File: src/rtl/bus_master_requester_pkg.sv
// Shared bus definitions for the master-side arbitration requester:
// state encoding, error codes and the slave-index width.
package bus_master_requester_pkg;

    localparam int SLAVE_W = 2;

    localparam logic [2:0] ST_IDLE       = 3'd0;
    localparam logic [2:0] ST_WAIT_BUS   = 3'd1;
    localparam logic [2:0] ST_ADDR0      = 3'd2;
    localparam logic [2:0] ST_ADDR1      = 3'd3;
    localparam logic [2:0] ST_WAIT_GRANT = 3'd4;
    localparam logic [2:0] ST_XFER       = 3'd5;
    localparam logic [2:0] ST_RELEASE    = 3'd6;

    typedef enum logic [2:0] {
        S_IDLE       = ST_IDLE,
        S_WAIT_BUS   = ST_WAIT_BUS,
        S_ADDR0      = ST_ADDR0,
        S_ADDR1      = ST_ADDR1,
        S_WAIT_GRANT = ST_WAIT_GRANT,
        S_XFER       = ST_XFER,
        S_RELEASE    = ST_RELEASE
    } state_t;

    localparam logic [1:0] ERR_NONE       = 2'd0;
    localparam logic [1:0] ERR_TIMEOUT    = 2'd1;
    localparam logic [1:0] ERR_GRANT_LOST = 2'd2;

endpackage

File: src/rtl/bus_master_requester.sv
// Master-side bus requester: waits for an idle arbiter, requests the bus while
// shifting the slave index out LSB first, then owns the bus for a counted burst.
module bus_master_requester
    import bus_master_requester_pkg::*;
#(
    parameter int LEN_W         = 4,
    parameter int GRANT_TIMEOUT = 16,
    parameter int TO_W          = $clog2(GRANT_TIMEOUT + 1)
) (
    input  logic               sys_clk,
    input  logic               sys_rst,
    input  logic               cmd_valid,
    input  logic [SLAVE_W-1:0] cmd_slave,
    input  logic [LEN_W-1:0]   cmd_len,
    output logic               cmd_ready,
    input  logic               arbiter_busy,
    input  logic               m_grant,
    output logic               m_request,
    output logic               m_slave_sel,
    input  logic               beat_en,
    output logic               xfer_active,
    output logic [LEN_W-1:0]   beats_left,
    output logic               done,
    output logic               err_valid,
    output logic [1:0]         err_code
);

    // The timeout and beat counters never run together, so they share a register.
    localparam int CNT_W = (LEN_W > TO_W) ? LEN_W : TO_W;
    localparam logic [CNT_W-1:0] TO_LAST = CNT_W'(GRANT_TIMEOUT - 1);

    state_t             state_reg, state_next;
    logic [CNT_W-1:0]   cnt_reg, cnt_next;
    logic [SLAVE_W-1:0] slave_reg, slave_next;
    logic [LEN_W-1:0]   len_reg, len_next;

    logic               cmd_ready_next;
    logic               m_request_next;
    logic               m_slave_sel_next;
    logic               xfer_active_next;
    logic [LEN_W-1:0]   beats_left_next;
    logic               done_next;
    logic               err_valid_next;
    logic [1:0]         err_code_next;

    always_comb begin
        state_next     = state_reg;
        cnt_next       = cnt_reg;
        slave_next     = slave_reg;
        len_next       = len_reg;
        done_next      = 1'b0;
        err_valid_next = 1'b0;
        err_code_next  = ERR_NONE;

        case (state_reg)
            S_IDLE: begin
                if (cmd_valid && cmd_ready) begin
                    slave_next = cmd_slave;
                    len_next   = cmd_len;
                    state_next = S_WAIT_BUS;
                end
            end
            S_WAIT_BUS: begin
                if (!arbiter_busy) begin
                    state_next = S_ADDR0;
                end
            end
            S_ADDR0: state_next = S_ADDR1;
            S_ADDR1: begin
                cnt_next   = '0;
                state_next = S_WAIT_GRANT;
            end
            S_WAIT_GRANT: begin
                if (m_grant) begin
                    cnt_next   = CNT_W'(len_reg);
                    state_next = S_XFER;
                end else if (cnt_reg == TO_LAST) begin
                    err_valid_next = 1'b1;
                    err_code_next  = ERR_TIMEOUT;
                    state_next     = S_IDLE;
                end else begin
                    cnt_next = cnt_reg + CNT_W'(1);
                end
            end
            S_XFER: begin
                // Losing the grant wins over a beat arriving in the same cycle.
                if (!m_grant) begin
                    err_valid_next = 1'b1;
                    err_code_next  = ERR_GRANT_LOST;
                    state_next     = S_RELEASE;
                end else if (beat_en) begin
                    if (cnt_reg == '0) begin
                        done_next  = 1'b1;
                        state_next = S_RELEASE;
                    end else begin
                        cnt_next = cnt_reg - CNT_W'(1);
                    end
                end
            end
            S_RELEASE: state_next = S_IDLE;
            default:   state_next = S_IDLE;
        endcase

        // Outputs are decoded from the upcoming state so the registered values
        // line up with the state they describe.
        cmd_ready_next   = (state_next == S_IDLE);
        m_request_next   = (state_next == S_ADDR0) || (state_next == S_ADDR1) ||
                           (state_next == S_WAIT_GRANT) || (state_next == S_XFER);
        xfer_active_next = (state_next == S_XFER);
        beats_left_next  = xfer_active_next ? cnt_next[LEN_W-1:0] : '0;
        m_slave_sel_next = 1'b0;
        if (state_next == S_ADDR0) begin
            m_slave_sel_next = slave_next[0];
        end else if (state_next == S_ADDR1) begin
            m_slave_sel_next = slave_next[1];
        end
    end

    always_ff @(posedge sys_clk) begin
        if (sys_rst) begin
            state_reg   <= S_IDLE;
            cnt_reg     <= '0;
            slave_reg   <= '0;
            len_reg     <= '0;
            cmd_ready   <= 1'b1;
            m_request   <= 1'b0;
            m_slave_sel <= 1'b0;
            xfer_active <= 1'b0;
            beats_left  <= '0;
            done        <= 1'b0;
            err_valid   <= 1'b0;
            err_code    <= ERR_NONE;
        end else begin
            state_reg   <= state_next;
            cnt_reg     <= cnt_next;
            slave_reg   <= slave_next;
            len_reg     <= len_next;
            cmd_ready   <= cmd_ready_next;
            m_request   <= m_request_next;
            m_slave_sel <= m_slave_sel_next;
            xfer_active <= xfer_active_next;
            beats_left  <= beats_left_next;
            done        <= done_next;
            err_valid   <= err_valid_next;
            err_code    <= err_code_next;
        end
    end

endmodule

File: config.mk
export PLATFORM = sky130hd
export DESIGN_NAME = bus_master_requester
export DESIGN_NICKNAME = d
export VERILOG_FILES = /design/src/rtl/bus_master_requester_pkg.sv /design/src/rtl/bus_master_requester.sv
export SDC_FILE = /design/constraint.sdc
export NUM_CORES = 1
export LEC_CHECK = 0
export CAP_MARGIN = 20
export CORE_MARGIN = 4
export CORE_UTILIZATION = 52
export DETAILED_ROUTE_END_ITERATION = 16
export PLACE_DENSITY = 0.78
export SETUP_SLACK_MARGIN = 0.5
export SLEW_MARGIN = 20
export SYNTH_ARGS = -nofsm -noshare
export SYNTH_HDL_FRONTEND = slang
export SYNTH_SLANG_ARGS = --single-unit
File: constraint.sdc
create_clock -name sys_clk -period 1.95 [get_ports sys_clk]
set_input_delay 0.39 -clock sys_clk [delete_from_list [all_inputs] [get_ports sys_clk]]
set_output_delay 0.39 -clock sys_clk [all_outputs]
set_load 0.02 [all_outputs]
==> impl_metrics.ini, run 1 <==
[flow_run]
drv_cap = 0

[synthesis]
synth_cells = 152
synthMuxAreaShare = 0.0496
synth-seq-cells = 26
synth_top_area_cell = dfxtp_1
synth.top_cell.area_share = 0.368
synth_area_um2 = 1410
yosysWarnings = 0
synth_cell_types = 54
synth-xor-area-share = 0.00620
async_reset_ff_frac = 0
synth_simple_gate_area_frac = 0.235
avgSynthCellArea_um2 = 9.29
synth-compound-area-share = 0.244
yosys-top-cells-area = dfxtp_1 (37%), mux2i_1 (5.0%), nor2_1 (4.0%)
synth_top_family_by_area = compound AO/OA/AOI/OAI gates
synthAdderAreaFrac = 0.0266
synth-edff-count = 0
synth_ff_type = dfxtp_1
syn_nets = 167
yosysSeqAreaShare = 0.368

[timing]
tns_ns = 0
worst_pin_slew_ns = 0.533
post-route-min-period_ns = 1.88
slew_viol_final = 0
finalCritPeriodShare = 0.962
hold_viol_final = 0
rsz0062_at_grt = yes
finalClockSkew_ns = 0.00816
fin_ws_ns = 0.0734
setup_violations = 0
max_slew_margin = 0.645
max_freq_ghz = 0.533

[clocking]
cts_root_buf = clkbuf_4
cts_buffer_depth = 2
ctsHoldBuffers = 0
cts_tree = built
clock_sink_count = 26
cts_buffers = 3
clk_pin_slew_ns = 0.15
clkLatencyLatePin_ns = 0.33
cts_htree_levels = 1

[floorplanning]
start_util = 0.555
pin_count = 24
die_x_um = 60.1
fp.coreArea_um2 = 2540
die_height_um = 60.1
row_count = 18
dieArea_um2 = 3610

[placement]
post-dp-hpwl_um = 2750
portBuffers = 23
pre_cts_slack_ns = -0.0960
place_congestion = 0.981

[global_route]
grt_pass1_vias = 1404
grt_use_total = 0.272
grt-ovfl-total = 0
grt_busiest_layer = met2
grtUsageMet2 = 0.460
grt_max_degree = 16
use_met1 = 0.308
use_met3 = 0.0734
antenna_found_initial = 0
grt_pass1_wl_um = 6960

[critical_path]
critPathArrivalTime_ns = 2.12
required_ns = 2.19
cp-start-kind = register
cp_max_fo = 4
critical_path_class = register to register
cp-end-kind = register

[layout]
fin_nets = 226
syn_to_final_growth_pct = 59.7
drive_gt1_frac = 0.452
largest_register_ffs = 5
diodes = 0
num-fill-cells = 112

[power_and_ir_drop]
p_leak_nw = 0.909
powerDensity_nw_per_um2 = 677
ir_drop_uv = 768

[routing]
first_pass_iters = 4
drtIter0Drc = 99
via_per_inst = 6.35
antenna_left = 0
drc_errors = 0
vias = 1525
drt_wl_total_um = 5420
wl_per_cell_um = 22.6

[hold_path]
hold_class = register to register

[outcome]
outcome = finished clean
## repair_timing
action	in CTS	in global routing
endpoints found under the hold margin	0	0
resized for setup	40	31
pin swaps	19	12
setup buffers	18	6
setup endpoints to repair	34	28
## placed cells by master, fill, tap and decap left out, types with 4 or more instances in the layout
| cell type | netlist | routed |
|---|---|---|
| nand2b_1 | 4 | 4 |
| inv_1 | 9 | 7 |
| a31oi_1 | 5 | 4 |
| nor2_1 | 15 | 14 |
| a211oi_2 | 0 | 4 |
| mux2i_1 | 7 | 6 |
| clkdlybuf4s50_1 | 0 | 10 |
| dlygate4sd2_1 | 0 | 8 |
| buf_6 | 2 | 7 |
| buf_4 | 1 | 33 |
| dfxtp_2 | 0 | 5 |
| nand2_1 | 7 | 4 |
| dfxtp_1 | 26 | 19 |
## logic make-up after synthesis
family,after synthesis
simple gates,53
compound gates,42
flops,26
buf+inv,20
mux,7
fa+ha+maj,3
xor+xnor,1
## cells in the mapped netlist, types with 2 or more instances
cell type	count
dfxtp_1	26
nor2_1	15
inv_1	9
mux2i_1	7
nand2_1	7
a31oi_1	5
buf_2	5
a211oi_1	4
a21oi_1	4
nand2b_1	4
a221oi_1	3
ha_1	3
nor3_1	3
o21a_1	3
o21ai_0	3
a21o_1	2
a22oi_1	2
a311oi_1	2
and2_1	2
and3_1	2
buf_6	2
clkbuf_1	2
nand3b_1	2
nand4_1	2
nor2b_1	2
o211a_1	2
o211ai_1	2
## per-layer routing
layer / part of all wire / up-vias / wire [µm]
li1: - / 674 / -
met1: 0.39 / 728 / 2120
met2: 0.48 / 93 / 2620
met3: 0.071 / 30 / 387
met4: 0.052 / 0 / 279
met5: 0 / - / 0
## worst max-delay path, stage by stage, from the launching register on
cell and delay [ns]:
dfxtp_4 0.40, inv_4 0.08, ha_4 0.13, nor4b_4 0.30, buf_4 0.18, nand4_1 0.08, a221o_1 0.41, a2111oi_4 0.21
## path summary, 6_finish.rpt
| kind | start | end | slack, ns | depth (start not counted) |
|---|---|---|---|---|
| min | len_reg[1] | len_reg[1] | 0.53 | 2 |
| max reg2reg | cnt_reg[0] | m_slave_sel | 0.07 | 7 |
| max | cnt_reg[0] | m_slave_sel | 0.07 | 7 |
| min reg2reg | len_reg[1] | len_reg[1] | 0.53 | 2 |
## report_power, final
part	internal, W	switching, W	leakage [nW]
Combinational	0.000257	0.000282	0.667
Clock	0.000208	0.000168	0.0279
Sequential	0.000570	0.0000419	0.214
## cell type report
cell class	instances	area (µm²)	share of cell area
Clock inverter	1	30.0	0.0133
Inverter	9	38.8	0.0172
Sequential cell	26	534	0.237
Timing Repair Buffer	65	577	0.256
Multi-Input combinational cell	106	1020	0.450
Clock buffer	3	22.5	0.00998
Tap cell	30	37.5	0.0166
## through the flow
stage	hold WS, ns	cell area, µm²	std cells	utilization	total power [W]
final	0.527	2260	240	0.886	0.00153
after global routing	0.573	2260	240	0.886	0.00159
after CTS	0.521	2100	234	0.824	0.00144
after detailed placement	0.486	1790	212	0.702	0.00101
after global placement	0.468	1790	212	0.702	0.00100
after floorplan	0.451	1450	152	-	0.000862
No activity file was read; power rests on OpenSTA's default activity.
==> run 2, diff against run 1 <==
CORE_UTILIZATION = 47   (was 52)
PLACE_DENSITY = 0.75   (was 0.78)
clock period = 1.6 ns   (was 1.95 ns; I/O delays follow)
==> run 2 against run 1 <==
The flow now finishes with violations (setup timing). Largest power group is now combinational cells. Via count grew 9.6%. Utilization shrank 0.24 points. Maximum frequency grew 0.65%.
==> impl_metrics.ini, run 2 (synthesized netlist as in run 1, its figures left out) <==
[critical_path]
path_cells = buf_6 -> ha_4 -> and4b_2 -> a221oi_4 -> o211ai_1 -> buf_4 -> a211oi_2
critPathArrivalTime_ns = 2.11
crit_family = compound AO/OA/AOI/OAI gates
max_stage_delay_ns = 0.40
cp_max_fo = 6
cp-start-kind = register
cp_slowest_cell = dfxtp_4
worstReg2RegStart = cnt_reg[0]
required_ns = 1.85
critical_path_class = register to register
cp-end-kind = register
cp.buffers_inverters = 2
critPathLaunch = cnt_reg[0]

[timing]
hold_viol_final = 0
finalCritPeriodShare = 1.17
max_freq_ghz = 0.536
finalClockSkew_ns = 0.0181
rsz0062_at_grt = yes
setup_violations = 16
holdWs_ns = 0.529
fin_ws_ns = -0.265
post-route-min-period_ns = 1.86
worst_pin_slew_ns = 0.669
tns_ns = -3.00
slew_viol_final = 0
max_slew_margin = 0.554

[power_and_ir_drop]
p_leak_nw = 1.00
ir_drop_uv = 817
powerDensity_nw_per_um2 = 799

[layout]
num-fill-cells = 127
largest_register_ffs = 5
drive_gt1_frac = 0.592
fin_nets = 244
diodes = 0
final_common_cell = buf_4
regArea_um2 = 549
syn_to_final_growth_pct = 75.6
multi_input_area_um2 = 1030
final_cell_mix = buf_4 (45), buf_6 (25), dfxtp_2 (14), nor2_1 (13), clkdlybuf4s50_1 (10)

[global_route]
antenna_found_initial = 0
grt_use_total = 0.279
grt-ovfl-total = 0
grt_pass1_wl_um = 8550
grt_pass1_vias = 1722
grt_max_degree = 16

[floorplanning]
pin_count = 24
dieArea_um2 = 3950
row_count = 19
die_height_um = 62.8
fp.coreArea_um2 = 2810
start_util = 0.504
die_x_um = 62.8

[placement]
place_congestion = 0.953
post-dp-hpwl_um = 3180
portBuffers = 23

[clocking]
cts_htree_levels = 1
cts_buffers = 3
clock_sink_count = 26
clkLatencyLatePin_ns = 0.35
cts_buffer_depth = 2
cts_root_buf = clkbuf_4
cts_tree = built
clk_pin_slew_ns = 0.17
ctsHoldBuffers = 0

[routing]
wl_per_cell_um = 22.7
antenna_left = 0
drt_wl_total_um = 5890
vias = 1671
drc_errors = 0
drtIter0Drc = 204
via_per_inst = 6.45
first_pass_iters = 5

[outcome]
outcome = finished with violations
violations = setup timing

[hold_path]
hold_class = register to register
worstHoldStart = len_reg[1]

[flow_run]
drv_cap = 0
## run 2: cell count changes in the layout (fill, tap and decap cells not counted), moves of 2 or more
cell | before | now
buf_4 | 33 | 45
buf_6 | 7 | 25
clkbuf_2 | 2 | 0
clkdlybuf4s15_1 | 3 | 0
dfxtp_1 | 19 | 9
dfxtp_2 | 5 | 14
dlygate4sd2_1 | 8 | 1
inv_2 | 0 | 2
## run 2: report_power, final
group	switching (W)	total [W]	leakage (nW)	internal, W
registers	0.0000404	0.000737	0.220	0.000696
clock network	0.000224	0.000478	0.0279	0.000254
logic	0.000382	0.000767	0.755	0.000385
## run 2: final timing paths
path                         to  cells past startpoint  slack [ns]
setup / recovery  beats_left[3]                      7       -0.26
hold / removal       len_reg[1]                      2        0.53
setup reg to reg  beats_left[3]                      7       -0.26
hold reg to reg      len_reg[1]                      2        0.53
## run 2: what timing repair did
item,4_1_cts,5_1_grt
setup endpoints to repair,38,38
pin swaps,30,11
setup buffers,12,6
endpoints found under the hold margin,0,0
resized for setup,129,14
## run 2: per-stage QoR
step / util / power [W] / cell area (µm²) / std cells / setup slack, ns
final: 0.884 / 0.00198 / 2480 / 259 / -0.265
after CTS: 0.846 / 0.00188 / 2370 / 253 / -0.228
after floorplan: - / 0.00105 / 1460 / 152 / -0.00932
after detailed placement: 0.708 / 0.00131 / 1990 / 237 / -0.395
after global placement: 0.708 / 0.00130 / 1990 / 237 / -0.363
after global routing: 0.884 / 0.00205 / 2480 / 259 / -0.360
## run 2: worst register-to-register path: cells and delay by family, from the launching register on
kind	cells	cell delay [ns]
compound gates	3	0.63
fa+ha+maj	1	0.15
flops	1	0.40
simple gates	1	0.26
buf+inv	2	0.33
## run 2: metal layers
| metal | share of wire | vias to the layer above | global-route usage |
|---|---|---|---|
| li1 | - | 711 | - |
| met1 | 0.37 | 788 | 0.311 |
| met2 | 0.49 | 127 | 0.503 |
| met3 | 0.076 | 45 | 0.0540 |
| met4 | 0.063 | 0 | 0.135 |
| met5 | 0 | - | 0 |
## run 2: area by class of cell
| cell class | instances | share of cell area |
|---|---|---|
| repair buffers | 83 | 0.310 |
| well taps | 31 | 0.0156 |
| flip-flops and latches | 26 | 0.221 |
| multi-input cells | 106 | 0.417 |
| inverters | 9 | 0.0146 |
| clock inverters | 1 | 0.0121 |
| clock buffers | 3 | 0.00908 |
